File: config.mk
export PLATFORM = sky130hd
export DESIGN_NAME = iobus_responder_flat
export DESIGN_NICKNAME = d
export VERILOG_FILES = /design/src/rtl/iobus_pkg.sv /design/src/rtl/iobus_if.sv /design/src/rtl/iobus_timer.sv /design/src/rtl/iobus_responder.sv /design/src/flat_wrapper.sv
export SDC_FILE = /design/constraint.sdc
export NUM_CORES = 1
export LEC_CHECK = 0
export ABC_AREA = 1
export BUFFER_PORTS_ARGS = -buffer_cell sky130_fd_sc_hd__buf_4
export CORE_MARGIN = 2
export CORE_UTILIZATION = 42
export DETAILED_ROUTE_END_ITERATION = 10
export HOLD_SLACK_MARGIN = 0.05
export PLACE_DENSITY = 0.75
export RECOVER_POWER = 100
export SYNTH_ARGS = -nofsm -noshare
export SYNTH_HDL_FRONTEND = slang
export SYNTH_SLANG_ARGS = --single-unit
export TNS_END_PERCENT = 10
File: constraint.sdc
create_clock -name clk -period 0.8 [get_ports clk]
set_clock_uncertainty 0.05 [all_clocks]
set_input_delay 0.16 -clock clk [delete_from_list [all_inputs] [get_ports clk]]
set_output_delay 0.16 -clock clk [all_outputs]
set_load 0.005 [all_outputs]
File: src/rtl/iobus_pkg.sv
// Shared constants for the IOBUS responder: register word offsets, timer CTRL
// field positions and the timer run-state encoding.
package iobus_pkg;

    // Word offsets, i.e. IOBUS_ADDR[6:2] of each register in the 128-byte window.
    localparam logic [4:0] OFS_SW    = 5'h00;  // 0x00
    localparam logic [4:0] OFS_LED   = 5'h08;  // 0x20
    localparam logic [4:0] OFS_SSEG  = 5'h10;  // 0x40
    localparam logic [4:0] OFS_TCNT  = 5'h18;  // 0x60
    localparam logic [4:0] OFS_TCMP  = 5'h19;  // 0x64
    localparam logic [4:0] OFS_TCTRL = 5'h1A;  // 0x68
    localparam logic [4:0] OFS_TSTAT = 5'h1B;  // 0x6C

    localparam int CTRL_EN_BIT     = 0;
    localparam int CTRL_IRQ_EN_BIT = 1;
    localparam int CTRL_PRESC_LSB  = 16;
    localparam int CTRL_PRESC_MSB  = 31;
    localparam int STAT_FLAG_BIT   = 0;

    typedef enum logic {
        TMR_STOP = 1'b0,
        TMR_RUN  = 1'b1
    } tmr_state_e;

endpackage

File: src/rtl/iobus_if.sv
// Core-side IOBUS: registered address/data/strobe from the memory stage and
// the registered read data returned by the responder.
interface iobus_if;

    logic        iobus_wr;
    logic [31:0] iobus_addr;
    logic [31:0] iobus_out;
    logic [31:0] iobus_in;

    modport master (
        output iobus_wr,
        output iobus_addr,
        output iobus_out,
        input  iobus_in
    );

    modport slave (
        input  iobus_wr,
        input  iobus_addr,
        input  iobus_out,
        output iobus_in
    );

endinterface

File: src/rtl/iobus_timer.sv
// Prescaled compare timer: COUNT advances every PRESCALE+1 cycles while running,
// reloads to 0 on reaching COMPARE and sets a sticky, write-1-to-clear FLAG.
module iobus_timer
    import iobus_pkg::*;
(
    input  logic        clk,
    input  logic        rst_n,
    input  logic        wr_i,      // decoded write strobe (window hit already applied)
    input  logic [4:0]  ofs_i,
    input  logic [31:0] wdata_i,
    output logic [31:0] rdata_o,
    output logic        irq_o
);

    tmr_state_e  state_q, state_d;
    logic [15:0] presc_q, presc_d;
    logic [15:0] presc_lim_q, presc_lim_d;
    logic        irq_en_q, irq_en_d;
    logic [31:0] count_q, count_d;
    logic [31:0] compare_q, compare_d;
    logic        flag_q, flag_d;

    logic cnt_wr, cmp_wr, ctrl_wr, stat_wr;
    logic tick, match;

    assign cnt_wr  = wr_i && (ofs_i == OFS_TCNT);
    assign cmp_wr  = wr_i && (ofs_i == OFS_TCMP);
    assign ctrl_wr = wr_i && (ofs_i == OFS_TCTRL);
    assign stat_wr = wr_i && (ofs_i == OFS_TSTAT);

    assign tick  = (state_q == TMR_RUN) && (presc_q == presc_lim_q);
    assign match = tick && (count_q == compare_q);

    // NOTE: every output of a combinational block gets a default first, otherwise
    // any path that skips an assignment infers a latch.
    always_comb begin
        state_d     = state_q;
        presc_d     = presc_q;
        presc_lim_d = presc_lim_q;
        irq_en_d    = irq_en_q;
        count_d     = count_q;
        compare_d   = compare_q;
        flag_d      = flag_q;

        case (state_q)
            TMR_STOP: begin
                if (ctrl_wr && wdata_i[CTRL_EN_BIT]) begin
                    state_d = TMR_RUN;
                    presc_d = '0;
                end
            end
            TMR_RUN: begin
                presc_d = tick ? '0 : presc_q + 16'd1;
                if (match) begin
                    count_d = '0;
                end else if (tick) begin
                    count_d = count_q + 32'd1;
                end
                if (ctrl_wr && !wdata_i[CTRL_EN_BIT]) begin
                    state_d = TMR_STOP;
                end
            end
            default: state_d = TMR_STOP;
        endcase

        // A software COUNT write overrides any tick on the same edge and restarts the prescaler.
        if (cnt_wr) begin
            count_d = wdata_i;
            presc_d = '0;
        end
        if (cmp_wr) begin
            compare_d = wdata_i;
        end
        if (ctrl_wr) begin
            irq_en_d    = wdata_i[CTRL_IRQ_EN_BIT];
            presc_lim_d = wdata_i[CTRL_PRESC_MSB:CTRL_PRESC_LSB];
        end

        // Set has priority over a simultaneous write-1-to-clear.
        if (stat_wr && wdata_i[STAT_FLAG_BIT]) begin
            flag_d = 1'b0;
        end
        if (match && !cnt_wr) begin
            flag_d = 1'b1;
        end
    end

    // NOTE: sequential state is updated only with non-blocking assignments so
    // every flop samples the pre-edge values of the others.
    always_ff @(posedge clk or negedge rst_n) begin
        if (!rst_n) begin
            state_q     <= TMR_STOP;
            presc_q     <= '0;
            presc_lim_q <= '0;
            irq_en_q    <= 1'b0;
            count_q     <= '0;
            compare_q   <= '1;
            flag_q      <= 1'b0;
        end else begin
            state_q     <= state_d;
            presc_q     <= presc_d;
            presc_lim_q <= presc_lim_d;
            irq_en_q    <= irq_en_d;
            count_q     <= count_d;
            compare_q   <= compare_d;
            flag_q      <= flag_d;
        end
    end

    always_comb begin
        rdata_o = '0;
        case (ofs_i)
            OFS_TCNT:  rdata_o = count_q;
            OFS_TCMP:  rdata_o = compare_q;
            OFS_TCTRL: rdata_o = {presc_lim_q, 14'b0, irq_en_q, (state_q == TMR_RUN)};
            OFS_TSTAT: rdata_o = {31'b0, flag_q};
            default:   rdata_o = '0;
        endcase
    end

    assign irq_o = flag_q & irq_en_q;

endmodule

File: src/rtl/iobus_responder.sv
// Memory-mapped I/O responder: LED/seven-segment registers, synchronized switches
// and, when IOBUS_TIMER_EN is defined, a prescaled compare timer with interrupt.
module iobus_responder
    import iobus_pkg::*;
#(
    parameter logic [31:0] BASE_ADDR = 32'h1100_0000,
    parameter int          SW_WIDTH  = 16,
    parameter int          LED_WIDTH = 16
) (
    input  logic                 clk,
    input  logic                 rst_n,
    iobus_if.slave               bus,
    input  logic [SW_WIDTH-1:0]  switches_i,
    output logic [LED_WIDTH-1:0] leds_o,
    output logic [15:0]          sseg_data_o,
    output logic                 timer_irq_o
);

    logic                 hit;
    logic                 wr_hit;
    logic [4:0]           ofs;
    logic [SW_WIDTH-1:0]  sw_meta_q, sw_sync_q;
    logic [LED_WIDTH-1:0] leds_q, leds_d;
    logic [15:0]          sseg_q, sseg_d;
    logic [31:0]          iobus_in_q, iobus_in_d;
    logic [31:0]          tmr_rdata;
    logic                 tmr_irq;

    assign hit    = (bus.iobus_addr[31:7] == BASE_ADDR[31:7]);
    assign ofs    = bus.iobus_addr[6:2];
    assign wr_hit = hit && bus.iobus_wr;

    // Byte-lane bits and the upper write-data half have no consumer in every build.
    logic unused_bits;
    assign unused_bits = ^{bus.iobus_addr[1:0], bus.iobus_out[31:16]};

`ifdef IOBUS_TIMER_EN
    iobus_timer u_timer (
        .clk     (clk),
        .rst_n   (rst_n),
        .wr_i    (wr_hit),
        .ofs_i   (ofs),
        .wdata_i (bus.iobus_out),
        .rdata_o (tmr_rdata),
        .irq_o   (tmr_irq)
    );
`else
    assign tmr_rdata = '0;
    assign tmr_irq   = 1'b0;
`endif

    always_comb begin
        leds_d = leds_q;
        sseg_d = sseg_q;
        if (wr_hit && (ofs == OFS_LED)) begin
            leds_d = bus.iobus_out[LED_WIDTH-1:0];
        end
        if (wr_hit && (ofs == OFS_SSEG)) begin
            sseg_d = bus.iobus_out[15:0];
        end
    end

    // Read mux sees pre-edge register values, so a same-cycle write reads back old data.
    always_comb begin
        iobus_in_d = '0;
        if (hit) begin
            case (ofs)
                OFS_SW:    iobus_in_d = 32'(sw_sync_q);
                OFS_LED:   iobus_in_d = 32'(leds_q);
                OFS_SSEG:  iobus_in_d = {16'b0, sseg_q};
                OFS_TCNT,
                OFS_TCMP,
                OFS_TCTRL,
                OFS_TSTAT: iobus_in_d = tmr_rdata;
                default:   iobus_in_d = '0;
            endcase
        end
    end

    always_ff @(posedge clk or negedge rst_n) begin
        if (!rst_n) begin
            sw_meta_q  <= '0;
            sw_sync_q  <= '0;
            leds_q     <= '0;
            sseg_q     <= '0;
            iobus_in_q <= '0;
        end else begin
            sw_meta_q  <= switches_i;
            sw_sync_q  <= sw_meta_q;
            leds_q     <= leds_d;
            sseg_q     <= sseg_d;
            iobus_in_q <= iobus_in_d;
        end
    end

    assign bus.iobus_in = iobus_in_q;
    assign leds_o       = leds_q;
    assign sseg_data_o  = sseg_q;
    assign timer_irq_o  = tmr_irq;

endmodule
File: src/flat_wrapper.sv
// flat-port wrapper written by rule: the top's interface ports become plain ports
module iobus_responder_flat import iobus_pkg::*;
#(
    parameter logic [31:0] BASE_ADDR = 32'h1100_0000,
    parameter int          SW_WIDTH  = 16,
    parameter int          LED_WIDTH = 16
)
  (clk, rst_n, switches_i, leds_o, sseg_data_o, timer_irq_o, bus_iobus_wr, bus_iobus_addr, bus_iobus_out, bus_iobus_in);
  iobus_if bus_i ();
  input  logic clk;
  input  logic rst_n;
  input  logic [SW_WIDTH-1:0] switches_i;
  output logic [LED_WIDTH-1:0] leds_o;
  output logic [15:0] sseg_data_o;
  output logic timer_irq_o;
  input wire logic [$bits(bus_i.iobus_wr)-1:0] bus_iobus_wr;
  input wire logic [$bits(bus_i.iobus_addr)-1:0] bus_iobus_addr;
  input wire logic [$bits(bus_i.iobus_out)-1:0] bus_iobus_out;
  output wire logic [$bits(bus_i.iobus_in)-1:0] bus_iobus_in;
  assign bus_i.iobus_wr = bus_iobus_wr;
  assign bus_i.iobus_addr = bus_iobus_addr;
  assign bus_i.iobus_out = bus_iobus_out;
  assign bus_iobus_in = bus_i.iobus_in;
  iobus_responder #(.BASE_ADDR(BASE_ADDR), .SW_WIDTH(SW_WIDTH), .LED_WIDTH(LED_WIDTH)) u_core (.clk(clk), .rst_n(rst_n), .bus(bus_i), .switches_i(switches_i), .leds_o(leds_o), .sseg_data_o(sseg_data_o), .timer_irq_o(timer_irq_o));
endmodule
Yosys cells after proc, flatten, opt, wreduce, memory -nomap -nowiden
Index checks and enable logic that the tools add are counted.
{ "totals": {"out_inout_bits": 65, "reg_bits": 96} }
{ "op_classes": {"eq_ne": 3, "n_reduce_logical": 4, "n_mux": 2} }
{ "ops": {"columns": ["operator", "n"], "rows": [
  ["one-hot mux 16 bit (3 select lines)", 1],
  ["2-to-1 mux 32 bit", 1],
  ["equality test 25 x 22 -> 1 bit, second input constant", 1],
  ["equality test 5 x 4 -> 1 bit, second input constant", 1],
  ["equality test 5 bit, second input constant", 1],
  ["zero test 5 bit", 1],
  ["logical AND 1 bit", 3]
]} }

Depth between registers and ports, before layout
{ "depth": {"ltp_word": 3, "depth_mapped": 9, "ltp_nobuf": 8} }

Least setup slack after synthesis
No wires, ideal clock.
{ "synth_path": {"path_kind": "in2reg", "startpoint": "input bus_iobus_addr[8]", "endpoint": "register u_core.sseg_q[10], in the netlist u_core.sseg_data_o[10]", "stages": 8, "path_slack_ps": -470, "path_buffers": 1, "t_arrival_ps": 1103, "t_required_ps": 633, "cell_sequence": "or2_1 > nor2_1 > nand2_2 > nor2_8 > nand3_4 > buf_6 > nand2_1 > nand2_1"} }
{ "synth_between": {"elab_chain_len": 3} }
{ "synth_lines": {"columns": ["element", "line", "rtl"], "rows": [
  ["start: declaration", "flat_wrapper.sv:17", "input wire logic [$bits(bus_i.iobus_addr)-1:0] bus_iobus_addr;"],
  ["equality test 25 x 22 -> 1 bit", "iobus_responder.sv:29", "assign hit = (bus.iobus_addr[31:7] == BASE_ADDR[31:7]);"],
  ["logical AND 1 bit", "iobus_responder.sv:31", "assign wr_hit = hit && bus.iobus_wr;"],
  ["logical AND 1 bit", "iobus_responder.sv:58", "if (wr_hit && (ofs == OFS_SSEG)) begin"],
  ["end signal: assignment", "iobus_responder.sv:91", "sseg_q <= sseg_d;"],
  ["end: declaration", "iobus_responder.sv:24", "logic [15:0] sseg_q, sseg_d;"]
]} }
No other way between the ends.
A chain may end at the register's enable or synchronous reset.

Worst setup path in the final report
{ "layout_path": {"startpoint": "register u_core.leds_q[10], in the netlist u_core.leds_o[10]", "endpoint": "output leds_o[10]"} }
{ "layout_rtl": {"columns": ["element", "line", "rtl"], "rows": [
  ["start: declaration", "iobus_responder.sv:23", "logic [LED_WIDTH-1:0] leds_q, leds_d;"],
  ["start signal: assignment", "iobus_responder.sv:90", "leds_q <= leds_d;"],
  ["end: declaration", "flat_wrapper.sv:13", "output logic [LED_WIDTH-1:0] leds_o;"]
]} }
No word-level cell between the ends.

==> impl_metrics.py <==
metrics = {
    "outcome": {
        "status": "complete, but fails checks",
        "violations": "negative setup slack",
    },
    "cells_and_area": {
        "area_growth_pct": 62.5,
        "final_common_cell": "nand2_1",
        "multi_input_area_um2": 1180,
        "antenna_cells": 0,
        "postLayoutCellArea_um2": 5360,
        "fin_cells": 616,
        "nets": 593,
        "final-seq-area_um2": 2000,
        "mostFrequentLayoutCells": "94 x nand2_1, 80 x dfrtp_1, 61 x buf_4, 60 x buf_6, 33 x dlygate4sd3_1",
        "drive_above_1_share_pct": 40.1,
        "fillers": 551,
    },
    "worst_setup_path": {
        "worstSetupStartpointType": "flop",
        "crit_top_cell": "buf_6",
        "crit_slowest_cell": "dfrtp_1",
        "cp_top_family": "flip-flops",
        "crit_path_max_incr_delay_ns": 0.40,
        "worstSetupPathType": "flop to output port",
        "path_buf_inv": 2,
        "cp.required_ns": 0.59,
        "path_cells": "buf_6 -> buf_6",
        "critical_path.max_fanout": 2,
        "worstPathArrival_ns": 0.97,
        "cp-end-kind": "output port",
    },
    "routing": {
        "wl_met2_mm": 4.82,
        "wl_per_cell_um": 15.1,
        "drt_iter0_markers": 201,
        "wirelength_mm": 9.30,
        "wl_met1_mm": 3.74,
        "remaining_drc_errors": 0,
        "antenna_left": 0,
        "firstDrtPassIters": 4,
        "wl_met3_um": 677,
        "vias": 2942,
        "highest_layer": "met4",
        "via_per_inst": 4.78,
    },
    "floorplan": {
        "dieArea_um2": 8570,
        "io_pins": 148,
        "start_util_pct": 43.1,
        "die-height_um": 92.6,
        "core_area_um2": 7650,
        "die_x_um": 92.6,
        "row_count": 32,
    },
    "place": {
        "placed_cells": 556,
        "numPortBuffers": 112,
        "place.gp.congestion": 0.785,
        "hpwl_mm": 5.70,
        "place_ws_ns": -0.720,
        "dpl-instance-area_um2": 4390,
    },
    "clock_network": {
        "cts.sinks": 80,
        "clkTransAtPathRegs_ns": 0.07,
        "cts_buffers": 9,
        "clkLatencyLatePin_ns": 0.35,
        "cts_tree": "done",
        "cts-root-to-sink-buffers": 2,
        "htree_levels": 3,
        "root_buffer": "clkbuf_8",
    },
    "yosys": {
        "ys_ff_latch": 80,
        "yosys_warnings": 0,
        "syn_inst": 335,
        "avgSynthCellArea_um2": 9.84,
        "synth_area_um2": 3300,
        "yosysUniqueCellTypes": 23,
        "synth_top_area_share_pct": 60.7,
        "synthTopCellsByArea": "dfrtp_1 61%, nand2_1 12%, nand4_1 6.1%",
        "yosysSeqAreaShare_pct": 60.7,
        "yosys.area.top_type": "dfrtp_1",
    },
    "power": {
        "total_power_w": 0.00816,
        "vdd_drop_max_uv": 882,
        "p_leak_nw": 2.70,
        "power_density_nw_per_um2": 1520,
    },
    "global_routing": {
        "antenna_found_initial": 0,
        "grt_pass1_wl_mm": 14.4,
        "grt_pass1_vias": 2948,
        "track_usage_pct": 22.0,
        "overflow": 0,
        "grt_max_degree": 38,
    },
    "sta": {
        "setup_tns_ns": -31.44,
        "fin_crit_ns": 1.18,
        "fin_crit_sh_pct": 148,
        "rsz0062_at_grt": "yes",
        "worstMarginPinSlew_ns": 0.567,
        "fin_ws_ns": -0.384,
        "slew_headroom_pct": 62.1,
        "setup_viol": 164,
        "slew_viol_final": 0,
        "final_hold_viol_count": 0,
        "fmax_mhz": 845,
    },
    "job": {
        "cap_violations": 0,
    },
    "hold_path": {
        "hold_path_class": "input pin to asynchronous set/reset pin",
    },
}
## flip-flops by register name, indices dropped and copies added, names as in the netlist
signal	cells
u_core.leds_o	16
u_core.bus.iobus_in	16
u_core.sseg_data_o	16
u_core.sw_sync_q	16
u_core.sw_meta_q	16
## per-layer routing
metal  track usage, %  up-vias
met5                0        -
met1             28.2     1398
met2             36.9      129
li1                 -     1407
met4             5.72        0
met3             6.35        8
## Yosys cell counts, drive strengths merged
library cell and number:
clkbuf 5, inv 11, dfrtp 80, and3 6, or2 1, nor3 1
nand3 20, buf 30, a21oi 10, o21ai 1, nand2 106, nor2 31
conb 1, nand4 32
## stage by stage
step | util [%] | hold slack, ns
after floorplan | - | -0.186
after CTS | 68.0 | 0.144
after detailed placement | 57.4 | -0.0155
after global placement | 57.4 | -0.0186
after global routing | 70.0 | 0.237
final | 70.0 | 0.236
## power breakdown
part / internal (W) / total [W] / switching (W)
registers: 0.00412 / 0.00414 / 0.0000213
logic: 0.000405 / 0.000737 / 0.000332
clock network: 0.00191 / 0.00328 / 0.00137
total: 0.00643 / 0.00816 / 0.00172
## logic make-up after synthesis
kind of cell | share of synthesized area, %
other cells | 0.114
simple gates | 28.5
flops | 60.7
compound gates | 2.01
buf+inv | 8.66
## cell type report
| class | instances | share of cell area [%] |
|---|---|---|
| tap | 102 | 2.38 |
| clock inverter | 3 | 1.21 |
| sequential | 80 | 37.4 |
| clock buffer | 12 | 2.90 |
| multi-input combinational | 227 | 22.1 |
| timing repair buffer | 181 | 33.2 |
| inverter | 11 | 0.818 |
## final timing paths
| kind | from | endpoint | depth (start not counted) | slack (ns) |
|---|---|---|---|---|
| setup / recovery | u_core.leds_o[10] | leds_o[10] | 2 | -0.38 |
| hold / removal | rst_n | u_core.sw_meta_q[8] | 2 | 0.24 |
| setup reg to reg | u_core.leds_o[10] | u_core.bus.iobus_in[10] | 5 | -0.22 |
| hold reg to reg | u_core.sw_meta_q[6] | u_core.sw_sync_q[6] | 0 | 0.30 |
| max in group asynchronous | rst_n | u_core.bus.iobus_in[1] | 3 | -0.08 |
| min in group clk | bus_iobus_wr | u_core.sseg_data_o[13] | 4 | 0.24 |
## timing repair
item	CTS	global route
setup buffers	5	6
hold buffers	33	0
resized for setup	58	41
endpoints found under the hold margin	128	0
pin swaps	25	17
cloned	1	1
endpoints found under the setup margin	96	96
No activity file was read; power rests on OpenSTA's default activity.
